**src/rtl/vga_bouncing_box.sv**
```systemverilog
// Pixel stage behind the VGA timing controller: draws a bouncing filled square and a
// one-pixel screen border, with sync/blank delayed to match the two-clock colour pipeline.
module vga_bouncing_box #(
    parameter int          H_DISPLAY     = 800,
    parameter int          V_DISPLAY     = 600,
    parameter int          BOX_SIZE      = 64,
    parameter int          STEP          = 2,
    parameter logic [23:0] BG_COLOUR     = 24'h000020,
    parameter logic [23:0] BOX_COLOUR    = 24'hFFFFFF,
    parameter logic [23:0] BORDER_COLOUR = 24'hFF0000
) (
    input  logic        clk_i,
    input  logic        rst_n_i,
    input  logic        run_i,
    input  logic [10:0] nextX_i,
    input  logic [9:0]  nextY_i,
    input  logic        blankN_i,
    input  logic        syncN_i,
    input  logic        hSyncN_i,
    input  logic        vSyncN_i,
    output logic [7:0]  red_o,
    output logic [7:0]  green_o,
    output logic [7:0]  blue_o,
    output logic        blankN_o,
    output logic        syncN_o,
    output logic        hSyncN_o,
    output logic        vSyncN_o,
    output logic [10:0] boxX_o,
    output logic [9:0]  boxY_o,
    output logic [15:0] frameCount_o
);

    localparam logic [11:0] MAX_X  = 12'(H_DISPLAY - BOX_SIZE);
    localparam logic [10:0] MAX_Y  = 11'(V_DISPLAY - BOX_SIZE);
    localparam logic [11:0] STEP_X = 12'(STEP);
    localparam logic [10:0] STEP_Y = 11'(STEP);
    localparam logic [11:0] SIZE_X = 12'(BOX_SIZE);
    localparam logic [10:0] SIZE_Y = 11'(BOX_SIZE);
    localparam logic [10:0] LAST_X = 11'(H_DISPLAY - 1);
    localparam logic [9:0]  LAST_Y = 10'(V_DISPLAY - 1);

    logic [10:0] xS1_q;
    logic [9:0]  yS1_q;
    logic        blankS1_q, syncS1_q, hSyncS1_q, vSyncS1_q;

    logic [23:0] colour_q, colour_d;
    logic        blankS2_q, syncS2_q, hSyncS2_q, vSyncS2_q;

    logic [10:0] boxX_q, boxX_d;
    logic [9:0]  boxY_q, boxY_d;
    logic        dirXLeft_q, dirXLeft_d;
    logic        dirYUp_q, dirYUp_d;
    logic [15:0] frameCount_q;
    logic        vSyncPrev_q;
    logic        frameTick;

    logic inBoxX, inBoxY, onBorder;

    assign frameTick = vSyncPrev_q & ~vSyncN_i;

    // Box extent compared one bit wider so BoxX+BOX_SIZE cannot wrap.
    assign inBoxX = ({1'b0, xS1_q} >= {1'b0, boxX_q}) &&
                    ({1'b0, xS1_q} < ({1'b0, boxX_q} + SIZE_X));
    assign inBoxY = ({1'b0, yS1_q} >= {1'b0, boxY_q}) &&
                    ({1'b0, yS1_q} < ({1'b0, boxY_q} + SIZE_Y));
    assign onBorder = (xS1_q == 11'd0) || (xS1_q == LAST_X) ||
                      (yS1_q == 10'd0) || (yS1_q == LAST_Y);

    always_comb begin
        colour_d = BG_COLOUR;
        if (!blankS1_q)
            colour_d = 24'h000000;
        else if (inBoxX && inBoxY)
            colour_d = BOX_COLOUR;
        else if (onBorder)
            colour_d = BORDER_COLOUR;
    end

    always_comb begin
        boxX_d     = boxX_q;
        boxY_d     = boxY_q;
        dirXLeft_d = dirXLeft_q;
        dirYUp_d   = dirYUp_q;
        if (frameTick && run_i) begin
            if (!dirXLeft_q) begin
                if (({1'b0, boxX_q} + STEP_X) >= MAX_X) begin
                    boxX_d     = MAX_X[10:0];
                    dirXLeft_d = 1'b1;
                end else begin
                    boxX_d = boxX_q + STEP_X[10:0];
                end
            end else begin
                if ({1'b0, boxX_q} <= STEP_X) begin
                    boxX_d     = 11'd0;
                    dirXLeft_d = 1'b0;
                end else begin
                    boxX_d = boxX_q - STEP_X[10:0];
                end
            end
            if (!dirYUp_q) begin
                if (({1'b0, boxY_q} + STEP_Y) >= MAX_Y) begin
                    boxY_d   = MAX_Y[9:0];
                    dirYUp_d = 1'b1;
                end else begin
                    boxY_d = boxY_q + STEP_Y[9:0];
                end
            end else begin
                if ({1'b0, boxY_q} <= STEP_Y) begin
                    boxY_d   = 10'd0;
                    dirYUp_d = 1'b0;
                end else begin
                    boxY_d = boxY_q - STEP_Y[9:0];
                end
            end
        end
    end

    always_ff @(posedge clk_i or negedge rst_n_i) begin
        if (!rst_n_i) begin
            xS1_q        <= '0;
            yS1_q        <= '0;
            blankS1_q    <= 1'b0;
            syncS1_q     <= 1'b0;
            hSyncS1_q    <= 1'b1;
            vSyncS1_q    <= 1'b1;
            colour_q     <= '0;
            blankS2_q    <= 1'b0;
            syncS2_q     <= 1'b0;
            hSyncS2_q    <= 1'b1;
            vSyncS2_q    <= 1'b1;
            boxX_q       <= '0;
            boxY_q       <= '0;
            dirXLeft_q   <= 1'b0;
            dirYUp_q     <= 1'b0;
            frameCount_q <= '0;
            vSyncPrev_q  <= 1'b1;
        end else begin
            xS1_q        <= nextX_i;
            yS1_q        <= nextY_i;
            blankS1_q    <= blankN_i;
            syncS1_q     <= syncN_i;
            hSyncS1_q    <= hSyncN_i;
            vSyncS1_q    <= vSyncN_i;
            colour_q     <= colour_d;
            blankS2_q    <= blankS1_q;
            syncS2_q     <= syncS1_q;
            hSyncS2_q    <= hSyncS1_q;
            vSyncS2_q    <= vSyncS1_q;
            boxX_q       <= boxX_d;
            boxY_q       <= boxY_d;
            dirXLeft_q   <= dirXLeft_d;
            dirYUp_q     <= dirYUp_d;
            vSyncPrev_q  <= vSyncN_i;
            if (frameTick)
                frameCount_q <= frameCount_q + 16'd1;
        end
    end

    assign red_o        = colour_q[23:16];
    assign green_o      = colour_q[15:8];
    assign blue_o       = colour_q[7:0];
    assign blankN_o     = blankS2_q;
    assign syncN_o      = syncS2_q;
    assign hSyncN_o     = hSyncS2_q;
    assign vSyncN_o     = vSyncS2_q;
    assign boxX_o       = boxX_q;
    assign boxY_o       = boxY_q;
    assign frameCount_o = frameCount_q;

endmodule

```
**config.mk**
```make
export PLATFORM = sky130hd
export DESIGN_NAME = vga_bouncing_box
export DESIGN_NICKNAME = d
export VERILOG_FILES = /design/src/rtl/vga_bouncing_box.sv
export SDC_FILE = /design/constraint.sdc
export NUM_CORES = 1
export LEC_CHECK = 0
export CAP_MARGIN = 10
export CORE_UTILIZATION = 36
export DETAILED_ROUTE_END_ITERATION = 12
export PLACE_DENSITY = 0.64
export SETUP_SLACK_MARGIN = 0.05
export SYNTH_ARGS = -nofsm -noshare
export SYNTH_HDL_FRONTEND = slang
export SYNTH_SLANG_ARGS = --single-unit
```
**constraint.sdc**
```tcl
create_clock -name clk_i -period 5.7 [get_ports clk_i]
set_input_delay 1.14 -clock clk_i [delete_from_list [all_inputs] [get_ports clk_i]]
set_output_delay 1.14 -clock clk_i [all_outputs]
set_load 0.05 [all_outputs]
```
==> impl_summary.md <==
Clock network
The number of H-tree branching levels is 3. The number of clock sinks is 69. The TritonCTS buffer count is 9. The number of setup buffers added after CTS is 0. Counting along the longest clock path gives a buffer depth of 2. The hold-fix buffer count after cts is 0. The later pin in the worst-skew pair is clocked with a latency of around 0.33 ns. TritonCTS built the clock tree.

Gates resized during post-CTS repair numbered 0. The cell sitting at the root of the clock tree is a sky130_fd_sc_hd__clkbuf_16. The register clock-pin slew on the reported worst setup and hold paths is 0.06 ns.

Final layout
The number of diodes added for antenna fixing is 0. The non-filler instance count after layout is approximately 680. Across the whole layout, storage elements account for between 1500 and 2000 µm².

The multi-input combinational cell area is approximately 2300 µm². The final net count is 597. Relative to the synthesized area, the layout overhead comes to 26.1%.

The area of all placed cells without fillers is approximately 5600 µm². The number of fill cells is 1160. Of the cells placed in the final design, the portion with a size suffix greater than 1 is 0.0655.

Floorplan
The total area inside the core boundary comes to 12000 µm². The floorplan has 40 rows. The width of the chip is 113 µm. The die covers 12800 µm². 93 I/O pins were placed.

The effective utilization at floorplan is 0.369. The die span in y is 113 µm.

Timing
The final count of pins violating max slew was 0. The maximum clock rate is 294 MHz. The number of setup violations in the final report is 0. The routed design could run at a clock period as short as 3.40 ns. Of the available clock period, the critical path in the final layout requires 0.597. Summed over all failing endpoints, the final setup total negative slack is 0 ns. The final hold violation count came to 0. For the final database, setup skew stands at 0.00606 ns. For the pin with the worst max-slew slack, the measured transition is 0.908 ns. The worst pin sits at a relative slew slack of 0.393. Setup repair after global routing left no endpoint under its margin.

Synthesis
The proportion of synthesized flip-flops having asynchronous set or reset is 1.00. The average cell area after synthesis is 9.39 µm². For this run, the register share of the synthesized area comes to 0.391.

After synthesis, the most frequently instantiated cells are 65 x sky130_fd_sc_hd__dfrtp_1, 39 x sky130_fd_sc_hd__ha_1, 33 x sky130_fd_sc_hd__nand3_1. The top cell type by total area after synthesis is sky130_fd_sc_hd__dfrtp_1. The number of warnings printed during yosys synthesis is 0. Yosys mapped the design onto 67 distinct sky130hd cell types. The synthesized netlist occupies a cell area of 4430 µm².

Synthesis inferred 69 register bits. Synthesis handed over a netlist of 472 instances. Sorting the synthesized cells by area gives the leading types as sky130_fd_sc_hd__dfrtp_1 37%, sky130_fd_sc_hd__ha_1 11%, sky130_fd_sc_hd__buf_4 3.9%. The synthesized design contains 0 enable-type register cells.

For this run, the leading register cell type out of synthesis is sky130_fd_sc_hd__dfrtp_1. The leading cell type by number of instances after synthesis is sky130_fd_sc_hd__dfrtp_1. Of the post-synthesis cell area, the dominant cell type holds 0.367.

Critical path
The largest driver fanout on the critical path is 27. STA classifies the critical path startpoint as an input port. The critical path arrival is 3.67 ns. In this design, the stage delay of the slowest critical-path cell is 0.68 ns. For the worst setup path, the data required time is 5.97 ns. The kind of cell adding the most delay to the critical path is simple AND/OR/NAND/NOR gates. The worst setup path is captured at a flip-flop. The largest individual stage delay along the critical path comes from the cell sky130_fd_sc_hd__nand2_1.

Counting stages on the worst path, the most repeated cell is sky130_fd_sc_hd__nand2_1. The worst setup path is of the input port to flip-flop kind. The worst path buffer plus inverter count is 1.

The critical path goes through clkdlybuf4s50_1 > nor2b_1 > nand2_1 > or3_1 > a211oi_1 > a31oi_1 > nand2_1.

Place
Buffers placed on the I/O ports in this run total 90. The routability congestion estimate from global placement is 0.893. The total instance count after detailed placement is approximately 670.

After legalization and detailed placement, the total HPWL measured 8.00 mm. Once placement finished, the instance area stood at 5250 µm².

Global routing
The number of global-route vias before repair is 3719. For this run the aggregate overflow at the end of global routing stands at 0. The initial antenna violation count is 0. The first global-routing pass estimated between 15 and 20 mm of wire. Entering global routing, the biggest net connects 70 pins. The total routing usage reported by global routing is 0.181.

Power
Across the VDD grid, the largest voltage drop is 330 µV. The power per cell area is between 400 and 500 nW/µm². Summed over all cells, the static leakage comes to between 2 and 2.5 nW.

The total design power is 2.78 mW.

Drt
The first routing iteration left 249 violations. The wire length per cell is 16.4 µm. The number of DRC violations after detailed routing is 0. In the routed layout, each cell is associated on average with a via count of ~5.7. For this run, the detailed router's first-pass iteration total came to 5. In this run the remaining antenna-violating nets after routing total 0. The total number of vias is 3905. Summed over all layers, the routed wires come to 11.2 mm.

Status
The run finished with clean final reports.

Flow run
The max capacitance violation total is 0.

Hold path
The type of the tightest min-delay check is flip-flop to flip-flop.
cell families after synthesis:
logic type      after synthesis  share of synthesized area
buf+inv                      71                     0.0836
fa+ha+maj                    39                      0.110
flops                        69                      0.391
xor+xnor                     21                     0.0415
other cells                   1                   0.000846
mux                           4                    0.00988
simple gates                143                      0.172
compound gates              124                      0.191
area by class of cell:
type	instances	share of cell area
flip-flops and latches	69	0.310
inverters	26	0.0175
repair buffers	91	0.162
well taps	147	0.0329
clock inverters	6	0.0202
multi-input cells	333	0.418
clock buffers	9	0.0403
worst reg2reg max path, stage by stage, from the launching register on:
cell and delay (ns):
sky130_fd_sc_hd__dfstp_2 0.52, sky130_fd_sc_hd__nor2b_1 0.47, sky130_fd_sc_hd__nand2_1 0.68, sky130_fd_sc_hd__or3_1 0.57, sky130_fd_sc_hd__a211oi_1 0.25, sky130_fd_sc_hd__a31oi_1 0.07
sky130_fd_sc_hd__nand2_1 0.08
stage by stage:
step	hold slack, ns	utilization	setup WS [ns]
3_5_place_dp	0.341	0.437	1.94
6_report	0.354	0.465	2.30
5_1_grt	0.359	0.465	2.00
3_3_place_gp	0.341	0.437	2.06
4_1_cts	0.355	0.465	2.30
2_1_floorplan	0.331	-	3.22
final timing paths:
check	to	slack, ns	cells past startpoint	startpoint
worst min-delay path	hSyncN_o	0.35	0	hSyncS1_q
max in group asynchronous	xS1_q[2]	4.15	2	rst_n_i
worst min register to register	hSyncN_o	0.35	0	hSyncS1_q
min in group asynchronous	yS1_q[4]	1.00	2	rst_n_i
worst max-delay path	boxY_o[7]	2.30	7	vSyncN_i
worst max register to register	boxY_o[7]	3.01	6	vSyncPrev_q
registers in the layout, indices dropped and copies added (netlist names), 3 cells and up:
name	cells
colour_q	3
boxY_o	9
xS1_q	11
frameCount_o	16
boxX_o	10
yS1_q	10
placed cells by master (no fill, tap or decap), types with 5 or more instances in the layout:
master                            count
sky130_fd_sc_hd__a211oi_1             5
sky130_fd_sc_hd__a21o_1               6
sky130_fd_sc_hd__a21oi_1             30
sky130_fd_sc_hd__a31oi_1              8
sky130_fd_sc_hd__and3_1               6
sky130_fd_sc_hd__clkbuf_16            9
sky130_fd_sc_hd__clkdlybuf4s50_1     89
sky130_fd_sc_hd__dfrtp_1             65
sky130_fd_sc_hd__ha_1                39
sky130_fd_sc_hd__inv_1               25
sky130_fd_sc_hd__nand2_1             24
sky130_fd_sc_hd__nand3_1             33
sky130_fd_sc_hd__nand4_1             15
sky130_fd_sc_hd__nor2_1              20
sky130_fd_sc_hd__nor3_1              14
sky130_fd_sc_hd__nor4_1               6
sky130_fd_sc_hd__o211ai_1             6
sky130_fd_sc_hd__o21ai_0             26
sky130_fd_sc_hd__o22ai_1              8
sky130_fd_sc_hd__xnor2_1             19
layer usage:
metal,vias to the layer above,GRT usage,part of all wire
met5,-,0,0
met4,0,0.0781,0.021
met3,20,0.0354,0.067
met2,178,0.277,0.45
met1,1856,0.250,0.46
li1,1851,-,-
power breakdown:
group | switching (mW) | internal, mW | total, mW
logic | 0.847 | 0.493 | 1.34
clock network | 0.215 | 0.425 | 0.640
registers | 0.218 | 0.578 | 0.795
total | 1.28 | 1.50 | 2.78
Note: power is estimated with default switching activity, not from simulation.
